[src/rtl/jpeg_bit_packer.sv]
// jpeg_bit_packer
//   Packs variable-length, right-aligned codes (Huffman code + amplitude bits)
//   into a byte stream, MSB first. After every 0xFF data byte a 0x00 stuff
//   byte is inserted. A flush request pads the last partial byte with 1 bits,
//   drains every residual byte and then pulses flush_done.
//
// Ports
//   clk         : sole clock, rising edge
//   reset       : asynchronous, active-low reset
//   enable      : code_in/len_in valid this cycle
//   code_in     : right-aligned code, sent MSB first
//   len_in      : number of valid bits in code_in (values above CODE_W clamp)
//   flush       : request to pad and emit all residual bits
//   ready       : enable/flush are accepted this cycle
//   byte_out    : packed output byte
//   data_valid  : byte_out holds a valid byte
//   out_ready   : downstream consumes byte_out when data_valid is high
//   flush_done  : one-cycle pulse once a flush has fully drained
//   dbg_state   : FSM state (0 = RUN, 1 = STUFF)
//   dbg_count   : number of bits held in the accumulator
//
// Handshakes
//   Input side : a code/flush transfers on a rising edge where
//                (enable|flush) & ready; ready depends only on registered
//                state (and reset), never on enable/flush.
//   Output side: a byte transfers on a rising edge where
//                data_valid & out_ready; while data_valid & !out_ready the
//                byte and data_valid stay frozen.
module jpeg_bit_packer #(
  parameter int CODE_W = 27,
  parameter int LEN_W  = 5,
  localparam int ACC_W = CODE_W + 8,
  localparam int CNT_W = $clog2(ACC_W + 1)
) (
  input  logic              clk,
  input  logic              reset,
  input  logic              enable,
  input  logic [CODE_W-1:0] code_in,
  input  logic [LEN_W-1:0]  len_in,
  input  logic              flush,
  output logic              ready,
  output logic [7:0]        byte_out,
  output logic              data_valid,
  input  logic              out_ready,
  output logic              flush_done,
  output logic              dbg_state,
  output logic [CNT_W-1:0]  dbg_count
);

  typedef enum logic {
    RUN   = 1'b0,
    STUFF = 1'b1
  } state_t;

  state_t             state_q, state_d;
  logic [ACC_W-1:0]   acc_q, acc_d;
  logic [CNT_W-1:0]   count_q, count_d;
  logic               flush_pend_q, flush_pend_d;
  logic [7:0]         byte_out_q, byte_out_d;
  logic               data_valid_q, data_valid_d;
  logic               flush_done_q, flush_done_d;

  logic               slot_free;
  logic               accept;
  logic [CNT_W-1:0]   len_ext;
  logic [ACC_W-1:0]   code_ext;
  logic [CNT_W-1:0]   shamt;
  logic [7:0]         top_byte;

  // ready is held low while reset is asserted even though the reset state
  // would otherwise allow input.
  assign ready = reset & (state_q == RUN) & (count_q < CNT_W'(8)) & ~flush_pend_q;

  assign slot_free = ~data_valid_q | out_ready;
  assign accept    = ready & (enable | flush);
  assign top_byte  = acc_q[ACC_W-1 -: 8];

  // Clamp length and isolate the valid low bits of the code.
  always_comb begin
    len_ext = CNT_W'(len_in);
    if (int'(len_in) > CODE_W) begin
      len_ext = CNT_W'(CODE_W);
    end
  end

  assign code_ext = ACC_W'(code_in) & ~({ACC_W{1'b1}} << len_ext);

  // New bits land directly below the existing MSB-aligned bits. Accept only
  // happens with count < 8, so the shift is always at least 1.
  assign shamt = CNT_W'(ACC_W) - count_q - len_ext;

  always_comb begin
    state_d      = state_q;
    acc_d        = acc_q;
    count_d      = count_q;
    flush_pend_d = flush_pend_q;
    byte_out_d   = byte_out_q;
    data_valid_d = data_valid_q;
    flush_done_d = 1'b0;

    // A consumed (or empty) slot goes invalid unless something reloads it.
    if (slot_free) begin
      data_valid_d = 1'b0;
    end

    case (state_q)
      STUFF: begin
        if (slot_free) begin
          byte_out_d   = 8'h00;
          data_valid_d = 1'b1;
          state_d      = RUN;
        end
      end

      default: begin
        if (accept) begin
          if (enable) begin
            acc_d   = acc_q | (code_ext << shamt);
            count_d = count_q + len_ext;
          end
          if (flush) begin
            // Nothing left to drain: finish the flush right away.
            if ((count_d == '0) && slot_free) begin
              flush_done_d = 1'b1;
            end else begin
              flush_pend_d = 1'b1;
            end
          end
        end else if ((count_q >= CNT_W'(8)) && slot_free) begin
          byte_out_d   = top_byte;
          data_valid_d = 1'b1;
          acc_d        = acc_q << 8;
          count_d      = count_q - CNT_W'(8);
          if (top_byte == 8'hFF) begin
            state_d = STUFF;
          end
        end else if (flush_pend_q && (count_q != '0) && slot_free) begin
          // Bits below count are always zero, so OR-ing in ones pads the
          // partial byte with 1 bits.
          byte_out_d   = top_byte | (8'hFF >> count_q);
          data_valid_d = 1'b1;
          acc_d        = '0;
          count_d      = '0;
          if ((top_byte | (8'hFF >> count_q)) == 8'hFF) begin
            state_d = STUFF;
          end
        end else if (flush_pend_q && (count_q == '0) && slot_free) begin
          flush_done_d = 1'b1;
          flush_pend_d = 1'b0;
        end
      end
    endcase
  end

  always_ff @(posedge clk or negedge reset) begin
    if (!reset) begin
      state_q      <= RUN;
      acc_q        <= '0;
      count_q      <= '0;
      flush_pend_q <= 1'b0;
      byte_out_q   <= 8'h00;
      data_valid_q <= 1'b0;
      flush_done_q <= 1'b0;
    end else begin
      state_q      <= state_d;
      acc_q        <= acc_d;
      count_q      <= count_d;
      flush_pend_q <= flush_pend_d;
      byte_out_q   <= byte_out_d;
      data_valid_q <= data_valid_d;
      flush_done_q <= flush_done_d;
    end
  end

  assign byte_out   = byte_out_q;
  assign data_valid = data_valid_q;
  assign flush_done = flush_done_q;
  assign dbg_state  = state_q;
  assign dbg_count  = count_q;

endmodule

[config.mk]
export PLATFORM = sky130hd
export DESIGN_NAME = jpeg_bit_packer
export DESIGN_NICKNAME = d
export VERILOG_FILES = /design/src/rtl/jpeg_bit_packer.sv
export SDC_FILE = /design/constraint.sdc
export NUM_CORES = 1
export LEC_CHECK = 0
export ABC_CLOCK_PERIOD_IN_PS = 10000
export BUFFER_PORTS_ARGS = -buffer_cell sky130_fd_sc_hd__buf_2
export CELL_PAD_IN_SITES_DETAIL_PLACEMENT = 2
export CELL_PAD_IN_SITES_GLOBAL_PLACEMENT = 2
export CORE_MARGIN = 4
export CORE_UTILIZATION = 38
export DETAILED_ROUTE_END_ITERATION = 8
export GPL_TIMING_DRIVEN = 0
export MAX_ROUTING_LAYER = met4
export PLACE_DENSITY_LB_ADDON = 0.1
export SYNTH_ARGS = -nofsm -noshare
export SYNTH_HDL_FRONTEND = slang
export SYNTH_SLANG_ARGS = --single-unit
[constraint.sdc]
create_clock -name clk -period 10 [get_ports clk]
set_input_delay 1.5 -clock clk [delete_from_list [all_inputs] [get_ports clk]]
set_output_delay 1.5 -clock clk [all_outputs]
set_load 0.01 [all_outputs]
==> results.toml, run 1 <==
[setup_path]
cp-end-kind = "register"
timing.rr.start = "dbg_count[1]"
worst-path-max-fanout = 10
worst_r2r_endpoint = "acc_q[29]"
critical_path_class = "input pin to register"
ff2ff_path_depth = 13
cp.arrival_ns = 6.43
cp-start-kind = "input pin"
required_ns = 10.19
rrSetupSlack_ns = 5.02

[finish]
drive_above_1_share_pct = 15.2
area_growth_pct = 12.2
n_antenna_cell = 0
nets = 808
fillers = 1666
layout_commonest_cell = "nand2_1"
final_cells = 936
final_cell_mix = "73 x nand2_1, 68 x buf_2, 57 x nor2_1, 53 x dfrtp_1, 49 x a21oi_1"
fin_util_pct = 43.6
regArea_mm2 = 0.00133
multi_input_area_mm2 = 0.00370

[flow_run]
maxCapViolations = 0

[sta]
rsz0062_at_grt = "no"
period_needed_ns = 6.24
setup_tns_ns = 0
finalCritPeriodShare_pct = 62.4
fmax_ghz = 0.160
finalMaxSlewViolations = 0
slew_headroom_pct = 19.1
finClkSkew_ns = 0.0128
timing.hold.ws_ns = 0.467
finalSetupViolCount = 0
worst_pin_slew_ns = 1.21
hold_violations = 0

[die]
dieArea_mm2 = 0.0162
ioPinCount = 55
start_util_pct = 38.8
die_h_um = 127
dieWidth_um = 127
num_rows = 43
core-area_mm2 = 0.0139

[detailed_routing]
num_vias = 6252
firstDrtPassIters = 5
first_iter_violations = 493
ant_nets = 0
vias_per_cell = 6.68
post_drt_wl_per_cell_um = 26.6
drc = 0
totalWireLength_um = 24900

[run_status]
status = "finished clean"

[global_route]
globalRouteMet3Util_pct = 6.19
grt_max_degree = 55
antenna_found_initial = 0
grt_pass1_wl_um = 39300
busiest_layer = "met2"
grt_pass1_vias = 6660
grt_util_met2_pct = 50.9
grt_usage_pct = 31.8
grt_overflow = 0
gr-usage-met1_pct = 41.9

[clock_network]
cts.path.max_buffers = 2
post_cts_buffers = 0
insertion_delay_ns = 0.31
cts_buffers = 5
htreeDepth = 2
cts_tree = "built"
holdBufCountCts = 0
cts-root-buf = "clkbuf_16"
cts.sinks = 53
cts_resized = 0
cts.clk_slew.worst_paths_ns = 0.08

[synth]
synth_flop_cell = "dfrtp_1"
synthCells = 695
async_reset_ff_share_pct = 100
syn_area_mm2 = 0.00539
yosys.cell_types.count = 84
ys_ff_latch = 53
synth-edff-count = 0
syn_avg_cell_area_um2 = 7.76
synth_warnings = 0
syn_nets = 748
ys_seq_area_share_pct = 24.6

[worst_hold_path]
hold_path_end = "byte_out[7]"
whs_path_depth = 2
hold_start = "byte_out[7]"
hold_path_class = "register to register"

[placement]
dpl.cell_count = 927
dpl.hpwl_um = 19400
port_buffers = 52
place.gp.congestion = 0.970
## worst max-delay path by stage
stage | cells after the start | end | from
floorplan | 18 | acc_q[21] | len_in[3]
global placement | 17 | acc_q[29] | len_in[3]
detailed placement | 17 | acc_q[29] | len_in[3]
CTS | 17 | acc_q[29] | len_in[3]
global route | 17 | acc_q[29] | len_in[3]
finish | 17 | acc_q[29] | len_in[3]
## sequential cells by signal, indices dropped and copies added, names as in the netlist
signal	count
dbg_state	1
byte_out	8
flush_done	1
flush_pend_q	1
dbg_count	6
acc_q	35
data_valid	1
## kinds of logic after synthesis
family	Yosys count	share of synthesized area, %
and+or+nand+nor	244	21.9
DFF	53	24.6
muxes	34	7.22
adders and majority gates	16	4.13
buffers and inverters	83	6.71
AOI/OAI and AO/OA	255	33.7
xor gates and xnor gates	10	1.76
## synthesized netlist by cell type, types with 16 or more instances
library cell | n | area share [%]
a21oi_1 | 49 | 4.5
buf_2 | 16 | 1.5
nand2_1 | 73 | 5.1
dfrtp_1 | 53 | 25
o21ai_0 | 38 | 3.5
clkbuf_1 | 35 | 2.4
mux2i_1 | 22 | 4.1
nor3_1 | 23 | 2.1
nor2_1 | 57 | 4.0
o211ai_1 | 17 | 2.4
nand3_1 | 20 | 1.9
inv_1 | 23 | 1.6
## through the flow
stage / setup slack, ns / cell area, um2
after floorplan: 4.97 / 5390
after global placement: 3.69 / 5880
after detailed placement: 3.56 / 5880
after CTS: 3.87 / 6030
after global routing: 3.45 / 6050
final: 3.76 / 6050
## cell type report
| class | instances | share of cell area [%] |
|---|---|---|
| buffer | 58 | 4.43 |
| clock buffer | 6 | 2.30 |
| clock inverter | 2 | 0.228 |
| inverter | 25 | 1.55 |
| multi-input combinational | 559 | 61.2 |
| sequential | 53 | 21.9 |
| tap | 180 | 3.72 |
| timing repair buffer | 53 | 4.63 |
## critical path, cell delays in order
cell	delay, ns
buf_2	0.16
clkbuf_1	0.45
inv_1	0.19
nor2_1	0.16
a21o_1	0.20
inv_1	0.06
ha_1	0.29
ha_1	0.16
inv_1	0.07
fa_1	0.54
clkbuf_1	0.49
clkbuf_1	0.56
clkbuf_1	0.44
clkbuf_1	0.50
a22oi_1	0.24
o221ai_1	0.32
nand2_1	0.09
## per-layer routing
layer	up-vias	part of all wire (%)
met3	48	7.2
met1	3194	43
met2	238	47
met4	0	2.3
met5	-	0
li1	2772	-
Power of run 1 is left out: the tool's default activity adds up to more than one toggle a clock period on the data nets, which glitch-free logic cannot reach.
==> inputs of run 2 (changes only) <==
--- a/config.mk
+++ b/config.mk
@@ -5,12 +5,13 @@
 export SDC_FILE = /design/constraint.sdc
 export NUM_CORES = 1
 export LEC_CHECK = 0
-export ABC_CLOCK_PERIOD_IN_PS = 10000
+export ABC_AREA = 1
+export ABC_CLOCK_PERIOD_IN_PS = 5150
 export BUFFER_PORTS_ARGS = -buffer_cell sky130_fd_sc_hd__buf_2
 export CELL_PAD_IN_SITES_DETAIL_PLACEMENT = 2
 export CELL_PAD_IN_SITES_GLOBAL_PLACEMENT = 2
 export CORE_MARGIN = 4
-export CORE_UTILIZATION = 38
+export CORE_UTILIZATION = 29
 export DETAILED_ROUTE_END_ITERATION = 8
 export GPL_TIMING_DRIVEN = 0
 export MAX_ROUTING_LAYER = met4
==> constraint.sdc (replaced) <==
create_clock -name clk -period 5.15 [get_ports clk]
set_input_delay 0.7725 -clock clk [delete_from_list [all_inputs] [get_ports clk]]
set_output_delay 0.7725 -clock clk [all_outputs]
set_load 0.01 [all_outputs]
==> results.toml, run 2 <==
[run_status]
status = "finished clean"

[clock_network]
cts_resized = 0
htreeDepth = 2
cts-root-buf = "clkbuf_16"
insertion_delay_ns = 0.30
cts_buffers = 5
cts.sinks = 53
cts_tree = "built"
post_cts_buffers = 0
cts.clk_slew.worst_paths_ns = 0.07
holdBufCountCts = 0
cts.path.max_buffers = 2

[die]
core-area_mm2 = 0.0174
ioPinCount = 55
dieArea_mm2 = 0.0201
start_util_pct = 29.8
die_h_um = 142
dieWidth_um = 142
num_rows = 48

[synth]
syn_area_mm2 = 0.00519
synth_area_leaders = "dfrtp_1 26%, nand3_1 16%, nand2_1 15%"
synthCells = 833
async_reset_ff_share_pct = 100
syn_nets = 886
yosys.area.top_type = "dfrtp_1"
yosys.cell_types.count = 41
synth_commonest_cells = "205 x nand2_1, 171 x nand3_1, 99 x inv_1"
synthMostInstantiatedCell = "nand2_1"
yosysTopAreaCellShare_pct = 25.5
syn_avg_cell_area_um2 = 6.23
ys_ff_latch = 53
synth_flop_cell = "dfrtp_1"
ys_seq_area_share_pct = 25.5
synth_warnings = 0
synth-edff-count = 0

[sta]
rsz0062_at_grt = "no"
fmax_ghz = 0.227
worst_pin_slew_ns = 0.814
hold_violations = 0
finClkSkew_ns = 0.0100
finalSetupViolCount = 0
slew_headroom_pct = 45.4
period_needed_ns = 4.41
setup_tns_ns = 0
finalMaxSlewViolations = 0
finalCritPeriodShare_pct = 85.7

[placement]
dpl.hpwl_um = 19100
port_buffers = 53
place.gp.congestion = 0.874

[detailed_routing]
ant_nets = 0
drc = 0
first_iter_violations = 402
totalWireLength_um = 22900
firstDrtPassIters = 4
vias_per_cell = 5.43
num_vias = 6077
post_drt_wl_per_cell_um = 20.5

[worst_hold_path]
hold_path_class = "register to register"

[setup_path]
required_ns = 5.36
cp.arrival_ns = 4.63
ff2ff_path_depth = 17
cp-start-kind = "input pin"
endpoint = "acc_q[26]"
timing.rr.start = "dbg_count[1]"
rrSetupSlack_ns = 0.93
worst-path-max-fanout = 10
cpMostUsedCell = "nand2_1"
worst_r2r_endpoint = "acc_q[26]"
critPathLaunch = "len_in[2]"
critical_path_class = "input pin to register"
crit_chain = "clkbuf_2 -> nand3_1 -> nand2_1 -> inv_1 -> ha_1 -> ha_1 -> inv_1 -> fa_1 -> xnor2_1 -> inv_2 -> nand2_1 -> inv_2 -> buf_2 -> nand3_1 -> nand2_1 -> nor2_1 -> nand2_1 -> nand2_1 -> nand2_1 -> a21boi_1"
cp-end-kind = "register"
cp_slowest_cell = "xnor2_1"
max_stage_delay_ns = 0.62

[finish]
layout_commonest_cell = "nand2_1"
n_antenna_cell = 0
top_register = "acc_q"
multi_input_area_mm2 = 0.00324
final_cell_mix = "205 x nand2_1, 171 x nand3_1, 99 x inv_1, 62 x buf_2, 59 x a21oi_1"
fillers = 2162
drive_above_1_share_pct = 10.7
area_growth_pct = 13.5
largest_reg_flops = 35
nets = 946
regArea_mm2 = 0.00133

[global_route]
grt_max_degree = 55
antenna_found_initial = 0
grt_pass1_wl_um = 36900
grt_usage_pct = 23.8
grt_overflow = 0
grt_pass1_vias = 6816

[flow_run]
maxCapViolations = 0
run 2: cell count changes after synthesis, sizes merged, moves of 13 or more:
cell and change:
a21boi +20, inv +80, mux2i -22, nand4 +13, clkbuf -13, nor3 -20
nor2 -16, nand2 +136, a221oi -16, nand3 +153
run 2: per-stage QoR:
step,hold WS (ns),setup slack [ns],instances,cell area (um2),utilization [%]
floorplan,0.463,1.66,833,5190,-
CTS,0.522,0.712,1119,5890,33.8
global route,0.537,0.395,1119,5890,33.8
global placement,0.489,0.602,1111,5740,33.0
detailed placement,0.508,0.410,1111,5740,33.0
finish,0.509,0.736,1119,5890,33.8
run 2: worst min path at each step:
stage | start | to | depth (start not counted)
after floorplan | acc_q[1] | acc_q[1] | 2
after global placement | acc_q[2] | acc_q[2] | 2
after detailed placement | acc_q[5] | acc_q[5] | 2
after CTS | acc_q[5] | acc_q[5] | 2
after global routing | acc_q[5] | acc_q[5] | 2
final | acc_q[5] | acc_q[5] | 2
run 2: layer usage:
metal / up-vias / track usage (%) / wire length, um
li1: 2913 / - / -
met1: 3074 / 31.2 / 10500
met2: 77 / 41.4 / 11600
met3: 13 / 1.99 / 736
met4: 0 / 2.58 / 155
met5: - / - / 0
run 2: cell families (layout without fill, tap and decap cells):
group / after synthesis / count (layout) / synth area share [%]
compound gates: 152 / 152 / 17.0
simple gates: 457 / 457 / 40.1
fa+ha+maj: 16 / 16 / 4.29
flops: 53 / 53 / 25.5
buf+inv: 149 / 210 / 12.0
xor+xnor: 6 / 6 / 1.01
run 2: cell type report:
cell class                      instances  area share (%)
Multi-Input combinational cell        631            55.0
Buffer                                 45            3.93
Timing Repair Buffer                   53            4.54
Tap cell                              225            4.78
Sequential cell                        53            22.5
Inverter                              104            6.62
Clock buffer                            6            2.36
Clock inverter                          2           0.233
run 2: critical path, delay by kind of cell:
kind / cells / cell delay (ns)
buffers and inverters: 6 / 0.86
and+or+nand+nor: 9 / 1.24
AOI/OAI and AO/OA: 1 / 0.18
xor gates and xnor gates: 1 / 0.62
adders and majority gates: 3 / 0.94
Power of run 2 is left out for the same reason.
==> inputs of run 3 (changes only) <==
--- a/config.mk
+++ b/config.mk
@@ -5,13 +5,13 @@
 export SDC_FILE = /design/constraint.sdc
 export NUM_CORES = 1
 export LEC_CHECK = 0
-export ABC_AREA = 1
 export ABC_CLOCK_PERIOD_IN_PS = 5150
 export BUFFER_PORTS_ARGS = -buffer_cell sky130_fd_sc_hd__buf_2
 export CELL_PAD_IN_SITES_DETAIL_PLACEMENT = 2
 export CELL_PAD_IN_SITES_GLOBAL_PLACEMENT = 2
 export CORE_MARGIN = 4
-export CORE_UTILIZATION = 29
+export CORE_UTILIZATION = 32
+export CTS_CLUSTER_SIZE = 24
 export DETAILED_ROUTE_END_ITERATION = 8
 export GPL_TIMING_DRIVEN = 0
 export MAX_ROUTING_LAYER = met4
==> results.toml, run 3 (synthesis results as in run 1) <==
[run_status]
status = "finished clean"

[die]
dieWidth_um = 138
dieArea_mm2 = 0.0190
num_rows = 47
core-area_mm2 = 0.0165
die_h_um = 138
start_util_pct = 32.6
ioPinCount = 55

[finish]
top_register = "acc_q"
drive_above_1_share_pct = 15.8
largest_reg_flops = 35
layout_commonest_cell = "nand2_1"
n_antenna_cell = 0
final_cell_mix = "73 x nand2_1, 67 x buf_2, 57 x nor2_1, 53 x dfrtp_1, 49 x a21oi_1"
regArea_mm2 = 0.00133
multi_input_area_mm2 = 0.00371
fillers = 1953
nets = 805
area_growth_pct = 13.2

[global_route]
grt_usage_pct = 27.7
antenna_found_initial = 0
grt_pass1_wl_um = 39200
grt_max_degree = 55
grt_overflow = 0
grt_pass1_vias = 6499

[sta]
finClkSkew_ns = 0.00700
slew_headroom_pct = 17.9
finalCritPeriodShare_pct = 94.1
finalMaxSlewViolations = 0
worst_pin_slew_ns = 1.23
fmax_ghz = 0.206
hold_violations = 0
rsz0062_at_grt = "no"
setup_tns_ns = 0
period_needed_ns = 4.84
finalSetupViolCount = 0

[placement]
port_buffers = 52
dpl.hpwl_um = 20200
place.gp.congestion = 0.932

[clock_network]
cts_buffers = 5
cts.sinks = 53
cts.path.max_buffers = 2
insertion_delay_ns = 0.30
cts-root-buf = "clkbuf_16"
cts_tree = "built"
post_cts_buffers = 0
cts.clk_slew.worst_paths_ns = 0.08
htreeDepth = 2

[setup_path]
cp-end-kind = "register"
cp-start-kind = "input pin"
required_ns = 5.35
ff2ff_path_depth = 11
cp_top_family = "compound AO/OA/AOI/OAI gates"
cpMostUsedCell = "buf_2"
cp_slowest_cell = "o32ai_1"
cp_num_buf_inv = 7
cp.depth = 15
cp.arrival_ns = 5.04
crit_chain = "buf_2 -> buf_4 -> buf_2 -> buf_2 -> a21o_1 -> ha_1 -> fa_1 -> buf_4 -> buf_2 -> buf_2 -> nand2_1 -> o32ai_1 -> nand2b_1 -> a32oi_1 -> a311oi_1"
worst-path-max-fanout = 10
max_stage_delay_ns = 1.00
critical_path_class = "input pin to register"

[detailed_routing]
ant_nets = 0
vias_per_cell = 6.35
num_vias = 6183
first_iter_violations = 500
post_drt_wl_per_cell_um = 26.3
totalWireLength_um = 25600
firstDrtPassIters = 8
drc = 0

[worst_hold_path]
hold_path_class = "register to register"
whs_path_depth = 2

[flow_run]
maxCapViolations = 0
[run 3: changes by cell type in the layout (fill, tap and decap cells not counted), sizes merged, moves of 11 or more]
cell	before	now
nand3	173	20
mux2i	0	22
inv	104	24
clkbuf	28	39
nand4	25	12
nand2	209	73
nor2	42	58
a221oi	0	16
a21boi	21	1
nor3	5	25
[run 3: metal layers]
metal / routed length (um) / GRT usage, % / vias up
met4: 307 / 4.06 / 0
met3: 1140 / 3.32 / 22
met1: 11600 / 37.3 / 3221
met5: 0 / - / -
met2: 12500 / 45.8 / 172
li1: - / - / 2768
[run 3: tightest hold or removal path: stages, from the launching register on]
cell,delay [ns]
dfrtp_1,0.34
nand2_1,0.05
nand2_1,0.06
[run 3: final cells by class]
| class | instances | share of cell area [%] |
|---|---|---|
| buffer | 56 | 4.35 |
| clock buffer | 6 | 2.11 |
| clock inverter | 2 | 0.636 |
| inverter | 25 | 1.54 |
| multi-input combinational | 559 | 60.8 |
| sequential | 53 | 21.7 |
| tap | 220 | 4.51 |
| timing repair buffer | 52 | 4.31 |
[run 3: repair_timing]
action,4_1_cts,5_1_grt
resized for setup,2,6
setup endpoints to repair,10,30
pin swaps,0,0
hold buffers,0,0
[run 3: path summary, 6_finish.rpt]
kind	end	start	slack [ns]
worst max register to register	acc_q[25]	dbg_count[1]	0.88
max in group asynchronous	acc_q[22]	reset	4.12
worst max-delay path	acc_q[25]	len_in[2]	0.31
min in group asynchronous	dbg_count[3]	reset	0.53
worst min register to register	byte_out[7]	byte_out[7]	0.48
worst min-delay path	byte_out[7]	byte_out[7]	0.48
[run 3: stage by stage]
stage / instance area (um2) / setup slack [ns] / hold slack, ns / util (%) / std cells
after floorplan: 5390 / 0.846 / 0.454 / - / 695
after global placement: 5930 / -0.548 / 0.451 / 35.9 / 967
after detailed placement: 5930 / -0.536 / 0.470 / 35.9 / 967
after CTS: 6100 / 0.0314 / 0.488 / 36.9 / 975
after global routing: 6100 / 0.122 / 0.516 / 36.9 / 973
final: 6100 / 0.305 / 0.484 / 36.9 / 973
Power of run 3 is left out for the same reason.
